===== config.mk =====
export PLATFORM = sky130hd
export DESIGN_NAME = alu_sequencer
export DESIGN_NICKNAME = d
export VERILOG_FILES = /design/src/rtl/alu_sequencer_pkg.sv /design/src/rtl/alu_sequencer_bcd_fix.sv /design/src/rtl/alu_sequencer.sv
export SDC_FILE = /design/constraint.sdc
export NUM_CORES = 1
export LEC_CHECK = 0
export ABC_AREA = 1
export CORE_AREA = 3 3 93 95
export DETAILED_ROUTE_END_ITERATION = 6
export DIE_AREA = 0 0 96 98
export HOLD_SLACK_MARGIN = 0.08
export PLACE_DENSITY_LB_ADDON = 0.15
export SLEW_MARGIN = 15
export SYNTH_ARGS = -nofsm -noshare
export SYNTH_HDL_FRONTEND = slang
export SYNTH_SLANG_ARGS = --single-unit

===== constraint.sdc =====
create_clock -name clk -period 3 [get_ports clk]
set_input_delay 0.6 -clock clk [delete_from_list [all_inputs] [get_ports clk]]
set_output_delay 0.6 -clock clk [all_outputs]
set_load 0.02 [all_outputs]

===== src/rtl/alu_sequencer_pkg.sv =====
// Shared ALU op codes and BCD correction constants for alu_sequencer and its helpers.
// The op code values must match the external alu's decode.
package alu_sequencer_pkg;

    localparam logic [3:0] OP_ADD = 4'h0;
    localparam logic [3:0] OP_SUB = 4'h1;
    localparam logic [3:0] OP_AND = 4'h2;
    localparam logic [3:0] OP_OR  = 4'h3;
    localparam logic [3:0] OP_XOR = 4'h4;

    localparam logic [7:0] BCD_FIX_LO = 8'h06;
    localparam logic [7:0] BCD_FIX_HI = 8'h60;

endpackage


===== src/rtl/alu_sequencer_bcd_fix.sv =====
// Decimal-adjust helper for alu_sequencer: from the binary pass result, its carry and the
// nibble half-carry, it produces the correction byte and the decimal carry.
module alu_bcd_fix
    import alu_sequencer_pkg::*;
(
    input  logic [7:0] i_y,
    input  logic       i_half_carry,
    input  logic       i_carry,
    input  logic       i_sub,
    output logic [7:0] o_corr,
    output logic       o_carry
);

    logic w_fix_lo;
    logic w_fix_hi;

    // Subtraction uses not-borrow carries, so a clear carry means a borrow occurred.
    always_comb begin
        if (i_sub) begin
            w_fix_lo = ~i_half_carry;
            w_fix_hi = ~i_carry;
            o_carry  = i_carry;
        end else begin
            w_fix_lo = (i_y[3:0] > 4'd9) | i_half_carry;
            w_fix_hi = i_carry | (i_y > 8'h99);
            o_carry  = w_fix_hi;
        end
    end

    assign o_corr = (w_fix_lo ? BCD_FIX_LO : 8'h00) | (w_fix_hi ? BCD_FIX_HI : 8'h00);

endmodule


===== src/rtl/alu_sequencer.sv =====
// Multi-pass sequencer owning the external combinational alu: narrow op, wide indexed add,
// and (with ALU_SEQ_DECIMAL_EN defined) a BCD adjust pass.
module alu_sequencer
    import alu_sequencer_pkg::*;
#(
    parameter int CTRL_WIDTH = 4,
    parameter int DATA_WIDTH = 8
) (
    input  logic                    clk,
    input  logic                    resetn,
    input  logic                    req_valid,
    output logic                    req_ready,
    input  logic [CTRL_WIDTH-1:0]   req_op,
    input  logic [2*DATA_WIDTH-1:0] req_a,
    input  logic [DATA_WIDTH-1:0]   req_b,
    input  logic                    req_carry,
    input  logic                    req_wide,
    input  logic                    req_decimal,
    output logic                    rsp_valid,
    input  logic                    rsp_ready,
    output logic [2*DATA_WIDTH-1:0] rsp_y,
    output logic                    rsp_carry,
    output logic                    rsp_overflow,
    output logic                    rsp_zero,
    output logic                    rsp_negative,
    output logic                    rsp_page_cross,
    output logic [CTRL_WIDTH-1:0]   alu_control,
    output logic [DATA_WIDTH-1:0]   alu_AI,
    output logic [DATA_WIDTH-1:0]   alu_BI,
    output logic                    alu_carry_in,
    input  logic [DATA_WIDTH-1:0]   alu_Y,
    input  logic                    alu_carry_out,
    input  logic                    alu_overflow
);

    // state | meaning
    // IDLE  | ready for a request
    // LO    | low byte / narrow op on the alu
    // HI    | high byte of a wide add, carry from LO
    // BCD   | decimal correction added to the LO result
    // DONE  | response registered, then held until rsp_ready
    typedef enum logic [2:0] {
        S_IDLE,
        S_LO,
        S_HI,
`ifdef ALU_SEQ_DECIMAL_EN
        S_BCD,
`endif
        S_DONE
    } state_t;

    state_t                  r_state;
    state_t                  w_next_state;

    logic [CTRL_WIDTH-1:0]   r_op;
    logic [2*DATA_WIDTH-1:0] r_a;
    logic [DATA_WIDTH-1:0]   r_b;
    logic                    r_carry;
    logic                    r_wide;

    logic [DATA_WIDTH-1:0]   r_y_lo;
    logic                    r_c_lo;
    logic                    r_v_lo;
    logic [DATA_WIDTH-1:0]   r_y_hi;
    logic                    r_c_hi;

    logic                    r_rsp_valid;
    logic [2*DATA_WIDTH-1:0] r_rsp_y;
    logic                    r_rsp_c;
    logic                    r_rsp_v;
    logic                    r_rsp_z;
    logic                    r_rsp_n;
    logic                    r_rsp_pc;

`ifdef ALU_SEQ_DECIMAL_EN
    logic                    r_decimal;
    logic                    w_addsub;
    logic                    w_is_sub;
    logic                    w_half_carry;
    logic [7:0]              w_bcd_corr;
    logic                    w_bcd_carry;

    assign w_is_sub     = (r_op == CTRL_WIDTH'(OP_SUB));
    assign w_addsub     = w_is_sub || (r_op == CTRL_WIDTH'(OP_ADD));
    assign w_half_carry = r_a[4] ^ r_b[4] ^ r_y_lo[4] ^ w_is_sub;

    alu_bcd_fix u_bcd_fix (
        .i_y          (r_y_lo),
        .i_half_carry (w_half_carry),
        .i_carry      (r_c_lo),
        .i_sub        (w_is_sub),
        .o_corr       (w_bcd_corr),
        .o_carry      (w_bcd_carry)
    );
`else
    logic w_unused_decimal;
    assign w_unused_decimal = req_decimal;
`endif

    assign req_ready      = (r_state == S_IDLE);
    assign rsp_valid      = r_rsp_valid;
    assign rsp_y          = r_rsp_y;
    assign rsp_carry      = r_rsp_c;
    assign rsp_overflow   = r_rsp_v;
    assign rsp_zero       = r_rsp_z;
    assign rsp_negative   = r_rsp_n;
    assign rsp_page_cross = r_rsp_pc;

    always_ff @(posedge clk or negedge resetn) begin
        if (!resetn) r_state <= S_IDLE;
        else         r_state <= w_next_state;
    end

    always_comb begin
        w_next_state = r_state;
        alu_control  = CTRL_WIDTH'(OP_ADD);
        alu_AI       = '0;
        alu_BI       = '0;
        alu_carry_in = 1'b0;
        case (r_state)
            S_IDLE: begin
                if (req_valid) w_next_state = S_LO;
            end
            S_LO: begin
                alu_control  = r_op;
                alu_AI       = r_a[DATA_WIDTH-1:0];
                alu_BI       = r_b;
                alu_carry_in = r_carry;
                if (r_wide) w_next_state = S_HI;
`ifdef ALU_SEQ_DECIMAL_EN
                else if (r_decimal && w_addsub) w_next_state = S_BCD;
`endif
                else w_next_state = S_DONE;
            end
            S_HI: begin
                alu_AI       = r_a[2*DATA_WIDTH-1:DATA_WIDTH];
                alu_carry_in = r_c_lo;
                w_next_state = S_DONE;
            end
`ifdef ALU_SEQ_DECIMAL_EN
            // The alu subtracts as AI + ~BI + CI, so CI=1 gives a plain AI - BI.
            S_BCD: begin
                alu_control  = r_op;
                alu_AI       = r_y_lo;
                alu_BI       = w_bcd_corr;
                alu_carry_in = w_is_sub;
                w_next_state = S_DONE;
            end
`endif
            S_DONE: begin
                if (r_rsp_valid && rsp_ready) w_next_state = S_IDLE;
            end
            default: w_next_state = S_IDLE;
        endcase
    end

    always_ff @(posedge clk or negedge resetn) begin
        if (!resetn) begin
            r_op        <= '0;
            r_a         <= '0;
            r_b         <= '0;
            r_carry     <= 1'b0;
            r_wide      <= 1'b0;
`ifdef ALU_SEQ_DECIMAL_EN
            r_decimal   <= 1'b0;
`endif
            r_y_lo      <= '0;
            r_c_lo      <= 1'b0;
            r_v_lo      <= 1'b0;
            r_y_hi      <= '0;
            r_c_hi      <= 1'b0;
            r_rsp_valid <= 1'b0;
            r_rsp_y     <= '0;
            r_rsp_c     <= 1'b0;
            r_rsp_v     <= 1'b0;
            r_rsp_z     <= 1'b0;
            r_rsp_n     <= 1'b0;
            r_rsp_pc    <= 1'b0;
        end else begin
            case (r_state)
                S_IDLE: begin
                    if (req_valid) begin
                        r_op      <= req_op;
                        r_a       <= req_a;
                        r_b       <= req_b;
                        r_carry   <= req_carry;
                        r_wide    <= req_wide;
`ifdef ALU_SEQ_DECIMAL_EN
                        r_decimal <= req_decimal;
`endif
                    end
                end
                S_LO: begin
                    r_y_lo <= alu_Y;
                    r_c_lo <= alu_carry_out;
                    r_v_lo <= alu_overflow;
                end
                S_HI: begin
                    r_y_hi <= alu_Y;
                    r_c_hi <= alu_carry_out;
                end
`ifdef ALU_SEQ_DECIMAL_EN
                S_BCD: begin
                    r_y_lo <= alu_Y;
                    r_c_lo <= w_bcd_carry;
                    r_v_lo <= alu_overflow;
                end
`endif
                S_DONE: begin
                    // First DONE cycle registers the response; it then holds until taken.
                    if (!r_rsp_valid) begin
                        r_rsp_valid <= 1'b1;
                        if (r_wide) begin
                            r_rsp_y  <= {r_y_hi, r_y_lo};
                            r_rsp_c  <= r_c_hi;
                            r_rsp_v  <= 1'b0;
                            r_rsp_z  <= ({r_y_hi, r_y_lo} == '0);
                            r_rsp_n  <= r_y_hi[DATA_WIDTH-1];
                            r_rsp_pc <= r_c_lo;
                        end else begin
                            r_rsp_y  <= {{DATA_WIDTH{1'b0}}, r_y_lo};
                            r_rsp_c  <= r_c_lo;
                            r_rsp_v  <= r_v_lo;
                            r_rsp_z  <= (r_y_lo == '0);
                            r_rsp_n  <= r_y_lo[DATA_WIDTH-1];
                            r_rsp_pc <= 1'b0;
                        end
                    end else if (rsp_ready) begin
                        r_rsp_valid <= 1'b0;
                    end
                end
                default: ;
            endcase
        end
    end

endmodule


==> Yosys cells after proc, flatten, opt, wreduce, memory -nomap -nowiden <==
Cells that the tools add are included.
{ "op_classes": {"eq_ne": 5, "muxes": 16, "n_bitwise": 1, "n_reduce_logical": 7} }
{ "ops": {"columns": ["cell", "n"], "rows": [
  ["$logic_not A16 Y1", 1],
  ["$mux W16", 1],
  ["$pmux W8 S2", 1],
  ["$pmux W3 S4", 1],
  ["$logic_not A8 Y1", 1],
  ["$mux W1", 8],
  ["$mux W8", 1],
  ["$eq A3 B2 Y1 const B", 2],
  ["$mux W3", 2],
  ["$reduce_and A2 Y1", 3],
  ["$mux W4", 1],
  ["$ne A2 B2 Y1 const B", 2],
  ["$eq A3 B1 Y1 const B", 1],
  ["$logic_not A3 Y1", 1],
  ["$pmux W1 S2", 1],
  ["$logic_and A1 B1 Y1", 1],
  ["$not A1 Y1", 1]
]} }
{ "word_totals": {"register_bits": 74, "output_inout_bits": 44, "wordCells": 47} }

==> Longest topological paths before layout <==
Gate-level depths: netlist of the first run.
{ "depth": {"depth_word": 3, "depth_mapped": 8, "depth_no_buf": 7} }

==> Least setup slack after synthesis of the first run <==
OpenSTA, ideal clock, no wires.
{ "synth_timing": {"kind": "reg2out", "startpoint": "reg r_state[1]", "endpoint": "out alu_AI[1]", "t_arrival_ns": 1.298, "required_time_ns": 2.400, "slack_ns": 1.102, "path_stages_with_launch": 6, "path_cell_list": "dfrtp_1 inv_1 ha_1 buf_2 nand2_1 a21oi_1"} }
{ "synth_between": {"elab_chain_cells": 2} }
{ "synth_lines": {"columns": ["element", "line_no", "rtl"], "rows": [
  ["start, declared", "alu_sequencer.sv:52", "state_t r_state;"],
  ["start signal, assigned", "alu_sequencer.sv:111", "else r_state <= w_next_state;"],
  ["$eq A3 B2 Y1 or $eq A3 B1 Y1 (tied branches)", "alu_sequencer.sv:120", "case (r_state)"],
  ["$pmux W8 S2 *", "alu_sequencer.sv:120", null],
  ["end, declared", "alu_sequencer.sv:28", "output logic [DATA_WIDTH-1:0] alu_AI,"]
]} }
Every way passes the cells marked *; elsewhere a longest branch is shown, timed or not.

==> Final worst setup path of the first run <==
{ "layout_timing": {"startpoint": "reg r_state[1]", "endpoint": "out alu_BI[2]"} }
{ "layout_between": {"elab_chain_cells": 2} }
{ "layout_lines": {"columns": ["element", "line_no", "rtl"], "rows": [
  ["$eq A3 B1 Y1", "alu_sequencer.sv:120", null],
  ["$mux W8", "alu_sequencer.sv:120", null],
  ["end, declared", "alu_sequencer.sv:29", "output logic [DATA_WIDTH-1:0] alu_BI,"]
]} }
No other way between the ends.

==> summary.txt, run 1 <==
Worst setup path
  • Critical path launch point: r_state[1]
  • Flop-to-flop setup slack: 1.14 ns
  • CP max stage cell: clkdlybuf4s50_1
  • Worst reg2reg path startpoint: r_state[1]
  • Endpoint class of the critical path: output port
  • WP buf/inv: 4
  • Setup CP Type: reg2out
  • Critical Path Sink: alu_BI[2]
  • Critical path cell sequence: inv_1, ha_1, buf_4, nand2_1, inv_1, clkdlybuf4s50_1
  • FF-to-FF End: r_y_lo[3]
  • Setup crit start kind: flop
  • CP top delay family: buffers and inverters
  • CP arrival: 2.21 ns
  • CP max FO: 11
  • Levels on crit path: 6
  • Largest stage delay on the critical path: 0.60 ns
  • Critical path required time: 2.40 ns
  • Worst reg2reg path depth: 5
  • Cell mode on critical path: inv_1

Cells and area
  • N_diodes: 0
  • Share of layout cells above drive strength 1: 14.5%
  • Area Overhead vs Synth: 37.1%
  • Fill count: 742
  • Nets: 446

GRT
  • Initial antenna violation count: 0
  • Overall global routing resource usage: 15.5%
  • Largest net degree at the start of global routing: 74
  • Number of global-route vias before repair: 2417
  • First-pass GRT wire length: 11.4 mm
  • Grt ovf: 0

STA
  • RSZ-0062 raised after global routing: false
  • Final hold violation count: 0
  • Final worst-path cycle share: 93.6%
  • Fmax: 356 MHz
  • Clk_skew: 0.00777 ns
  • Max-slew headroom: 39.1%
  • Setup TNS: 0 ns
  • Final setup fails: 0
  • Tmin final: 2.81 ns
  • Hold_ws: 0.400 ns
  • Slew Limit Fails: 0
  • Worst-margin pin slew: 0.913 ns

Yosys
  • Post-synth top area share: 58.4%
  • Syn. warnings: 0
  • Commonest cells post-synth: nand2_1, dfrtp_1, inv_1, o21ai_0, mux2_2
  • Number of synthesized flops with an enable pin: 0
  • Syn Inst Count: 307
  • Syn_nets: 357
  • Synth area leaders: dfrtp_1, mux2_2, nand2_1
  • Mapped Area: 3130 um2
  • Avg Inst Size Synth: 10.2 um2
  • FFs w/ async S/R, synth: 100%
  • Synth area leader: dfrtp_1
  • Cell with the most instances after synthesis: nand2_1
  • Synth unique cells: 20
  • Top FF cell, synth: dfrtp_1
  • #FFs+latches synth: 73
  • Sequential area share after synthesis: 58.4%

Routing
  • WL final: 6.72 mm
  • Post-DR vias/cell: 4.62
  • DRC: 0
  • Post-route ant nets: 0
  • DRT Pass-1 Iters: 4
  • Vias: 2324
  • Initial DRC Count: 66
  • Wire length per cell: 13.3 um

Clocking
  • Clk Latency, worst-skew pair: 0.33 ns
  • Num CTS Buffers: 9
  • Clk slew on worst S/H paths: 0.08 ns
  • Max H-tree Level: 3
  • Clock Path Buffers: 2
  • CTS tree: yes
  • Root Driver: clkbuf_8
  • CTS Sinks: 73

Floorplan
  • Core Footprint: 7810 um2
  • Die width: 96 um
  • Initial cell density of the core: 40.1%
  • Die Height: 98 um
  • I/O Pins: 89
  • Rows: 32
  • Die ar.: 9410 um2

Place
  • Port bufs: 87
  • Post-detailed-placement half-perimeter wirelength: 4.74 mm
  • Routability Congestion: 0.796

Pwr
  • PwrDens: 1090 nW/um2
  • Power Total: 4.68 mW
  • IR drop worst, VDD: 0.508 mV
  • Lkg Pwr: 1.99 nW

Outcome
  • Status: finished clean

Job
  • Max_cap viols: 0

Min path
  • Worst hold path class: in2async
-- layout by cell type (no fill, tap or decap), types with 4 or more instances in the layout --
cell             instances
nor2_1                  10
clkdlybuf4s50_1         86
clkbuf_8                11
buf_4                    5
nand3_1                  4
inv_1                   34
ha_1                     5
o21ai_0                 34
dfrtp_1                 73
a21oi_1                 13
mux2_2                  30
nand2_1                 82
-- through the flow --
stage | instance area, um2 | setup WS (ns) | std cells | util (%)
5_1_grt | 4290 | 0.0122 | 503 | 55.0
6_report | 4290 | 0.193 | 503 | 55.0
3_5_place_dp | 4060 | 0.512 | 487 | 52.0
4_1_cts | 4290 | 0.125 | 503 | 54.9
2_1_floorplan | 3130 | 1.10 | 307 | -
3_3_place_gp | 4060 | 0.537 | 487 | 52.0
-- logic make-up (layout without fill, tap and decap cells) --
kind of cell	after synthesis	in the layout	synth area share (%)
mux	32	32	11.8
compound gates	48	48	7.75
flops	73	73	58.4
simple gates	101	101	12.9
buf+inv	48	142	7.27
fa+ha+maj	5	5	2.00
-- metal layers --
| metal | vias up | share of wire (%) | global-route usage (%) |
|---|---|---|---|
| li1 | 1148 | - | - |
| met2 | 64 | 46 | 24.7 |
| met5 | - | 0 | 0 |
| met4 | 0 | 0.79 | 2.63 |
| met1 | 1106 | 44 | 19.7 |
| met3 | 6 | 8.5 | 6.70 |
-- power breakdown --
group	internal, mW	switching (mW)	total (mW)
clock	0.511	0.358	0.869
combinational	0.986	1.11	2.10
sequential	1.46	0.248	1.71
total	2.96	1.72	4.68
-- final cells by class --
type	instances	area (um2)	area share [%]
Clock buffer	11	151	3.53
Timing Repair Buffer	91	898	20.9
Clock inverter	5	77.6	1.81
Multi-Input combinational cell	186	1080	25.1
Sequential cell	73	1830	42.6
Tap cell	102	128	2.97
Inverter	35	135	3.15
-- worst register-to-register path: cells and delay by family (launching register included) --
family     cells  cell delay [ns]
buf+inv        3             0.55
flops          1             0.43
fa+ha+maj      1             0.41
mux            1             0.36
-- how the worst min path moves through the flow --
stage | endpoint | slack (ns)
finish | rsp_y[8] | 0.40
global route | rsp_y[8] | 0.47
detailed placement | rsp_y[14] | 0.47
floorplan | r_a[0] | 0.30
CTS | rsp_y[9] | 0.43
global placement | rsp_y[6] | 0.47
-- what timing repair did --
action	4_1_cts	5_1_grt
hold buffers	0	0
setup endpoints to repair	0	2
buffers inserted	0	0
resized for setup	0	1
-- flip-flops by register name, summed over array words and instances (netlist names), 2 cells and up --
name / count
r_a: 16
r_state: 2
rsp_y: 16
r_y_lo: 8
r_y_hi: 8
r_b: 8
r_op: 4
Note: power is estimated with default switching activity, not from simulation.
==> run 2, diff against run 1 <==
- CORE_AREA: 3 3 93 95 -> 2 2 83 104
- DIE_AREA: 0 0 96 98 -> 0 0 85 106
- SETUP_SLACK_MARGIN: not set -> 0.15
==> summary.txt, run 2 (synthesis results as in run 1) <==
Worst setup path
  • Critical Path Sink: alu_BI[5]
  • Setup crit start kind: flop
  • Endpoint class of the critical path: output port
  • FF-to-FF End: r_a[1]
  • Worst reg2reg path startpoint: r_state[0]
  • CP max FO: 12 (+1)
  • CP arrival: 2.16 ns (-0.05 ns)
  • Setup CP Type: reg2out
  • Critical path launch point: r_state[1]
  • Flop-to-flop setup slack: 1.14 ns (about the same)
  • Critical path required time: 2.40 ns (about the same)
  • Worst reg2reg path depth: 4 (-1)

Floorplan
  • Die width: 85 um (-11%)
  • Die Height: 106 um (+8.2%)
  • Core Footprint: 8100 um2 (+3.8%)
  • Initial cell density of the core: 38.6% (-1.5 points)
  • Die ar.: 9010 um2 (-4.2%)
  • I/O Pins: 89 (unchanged)
  • Rows: 37 (+16%)

Clocking
  • Num CTS Buffers: 9 (unchanged)
  • Root Driver: clkbuf_8
  • Clock Path Buffers: 2 (unchanged)
  • Cts repair resizes: 2 (+2)
  • Max H-tree Level: 3 (unchanged)
  • Clk Latency, worst-skew pair: 0.34 ns (about the same)
  • Hold Buf Count CTS: 0 (unchanged)
  • Post-CTS setup buffer count: 0 (unchanged)
  • CTS Sinks: 73 (unchanged)
  • CTS tree: yes
  • Clk slew on worst S/H paths: 0.08 ns (about the same)

GRT
  • Initial antenna violation count: 0 (unchanged)
  • Overall global routing resource usage: 15.6% (+0.11 points)
  • First-pass GRT wire length: 11.0 mm (-4.1%)
  • Grt ovf: 0 (unchanged)
  • Number of global-route vias before repair: 2415 (-0.083%)
  • Largest net degree at the start of global routing: 74 (unchanged)

STA
  • Tmin final: 2.76 ns (-0.0504 ns)
  • Hold_ws: 0.401 ns (+0.000819 ns)
  • Final hold violation count: 0 (unchanged)
  • Slew Limit Fails: 0 (unchanged)
  • Final worst-path cycle share: 91.9% (-1.7 points)
  • RSZ-0062 raised after global routing: true
  • Max-slew headroom: 39.0% (-0.12 points)
  • Setup TNS: 0 ns (unchanged)
  • Worst-margin pin slew: 0.915 ns (+0.00174 ns)
  • Final setup fails: 0 (unchanged)
  • Fmax: 363 MHz (+1.8%)
  • Clk_skew: 0.00698 ns (-0.000790 ns)

Min path
  • Worst hold path class: in2async

Routing
  • Vias: 2349 (+1.1%)
  • Metal-1 WL: 2.89 mm (-3.1%)
  • DRC: 0 (unchanged)
  • Initial DRC Count: 108 (+64%)
  • Post-DR vias/cell: 4.73 (+2.3%)
  • WL final: 6.80 mm (+1.2%)
  • Top layer in use: met4
  • Met3 wire len: 548 um (-3.9%)
  • Met2 WL: 3.22 mm (+3.3%)
  • Wire length per cell: 13.7 um (+2.4%)
  • DRT Pass-1 Iters: 4 (unchanged)
  • Post-route ant nets: 0 (unchanged)

Job
  • Max_cap viols: 0 (unchanged)

Place
  • Placed Cells: 481 (-1.2%)
  • Port bufs: 87 (unchanged)
  • Routability Congestion: 0.749 (-5.9%)
  • Post-detailed-placement half-perimeter wirelength: 4.66 mm (-1.6%)

Cells and area
  • N_diodes: 0 (unchanged)
  • Final Non-Filler Cells: 497 (-1.2%)
  • Commonest non-fill, non-tap cell in the layout: clkdlybuf4s50_1
  • Area Overhead vs Synth: 35.5%
  • Nets: 445 (-0.22%)
  • Share of layout cells above drive strength 1: 14.2% (-0.21 points)
  • Most frequent cells in the layout: clkdlybuf4s50_1, nand2_1, dfrtp_1, inv_1, o21ai_0

Pwr
  • PwrDens: 1070 nW/um2 (-1.5%)
  • Lkg Pwr: 1.98 nW (-0.50%)
  • IR drop worst, VDD: 0.535 mV (+5.3%)

Outcome
  • Status: finished clean
-- run 2: metal layers --
layer	global-route usage (%)	vias to the layer above
li1	-	1143
met1	18.3	1117
met2	25.1	76
met3	6.68	13
met4	6.01	0
met5	0	-
-- run 2: worst min path at each step --
stage	to	slack [ns]	cells after the start
6_report	rsp_y[9]	0.40	1
5_1_grt	rsp_y[9]	0.43	1
4_1_cts	r_y_hi[1]	0.43	1
3_5_place_dp	rsp_zero	0.46	2
3_3_place_gp	rsp_zero	0.46	2
2_1_floorplan	r_a[0]	0.30	0
-- run 2: where the power goes --
group          total (mW)  internal, mW  switching, mW
registers            1.71          1.46          0.247
clock network       0.746         0.384          0.363
logic                2.10         0.977           1.12
total                4.55          2.82           1.73
-- run 2: through the flow --
stage / instance area (um2) / setup WS (ns) / util, % / total power, mW
detailed placement: 4050 / 0.435 / 49.9 / 3.84
finish: 4240 / 0.244 / 52.4 / 4.55
CTS: 4240 / 0.198 / 52.3 / 4.61
global route: 4240 / 0.101 / 52.4 / 4.90
global placement: 4050 / 0.447 / 49.9 / 3.79
floorplan: 3130 / 1.10 / - / 3.02
-- run 2: final cells by class --
cell class	instances	area, um2
tap	97	121
timing repair buffer	90	893
fill	766	3860
inverter	35	133
clock inverter	5	56.3
multi-input combinational	186	1080
clock buffer	11	131
sequential	73	1830
-- run 2: critical path: stages (launching register included) --
cell             delay (ns)
dfrtp_1                0.43
inv_1                  0.09
ha_2                   0.33
buf_4                  0.24
nand2_1                0.06
inv_1                  0.05
clkdlybuf4s50_1        0.60
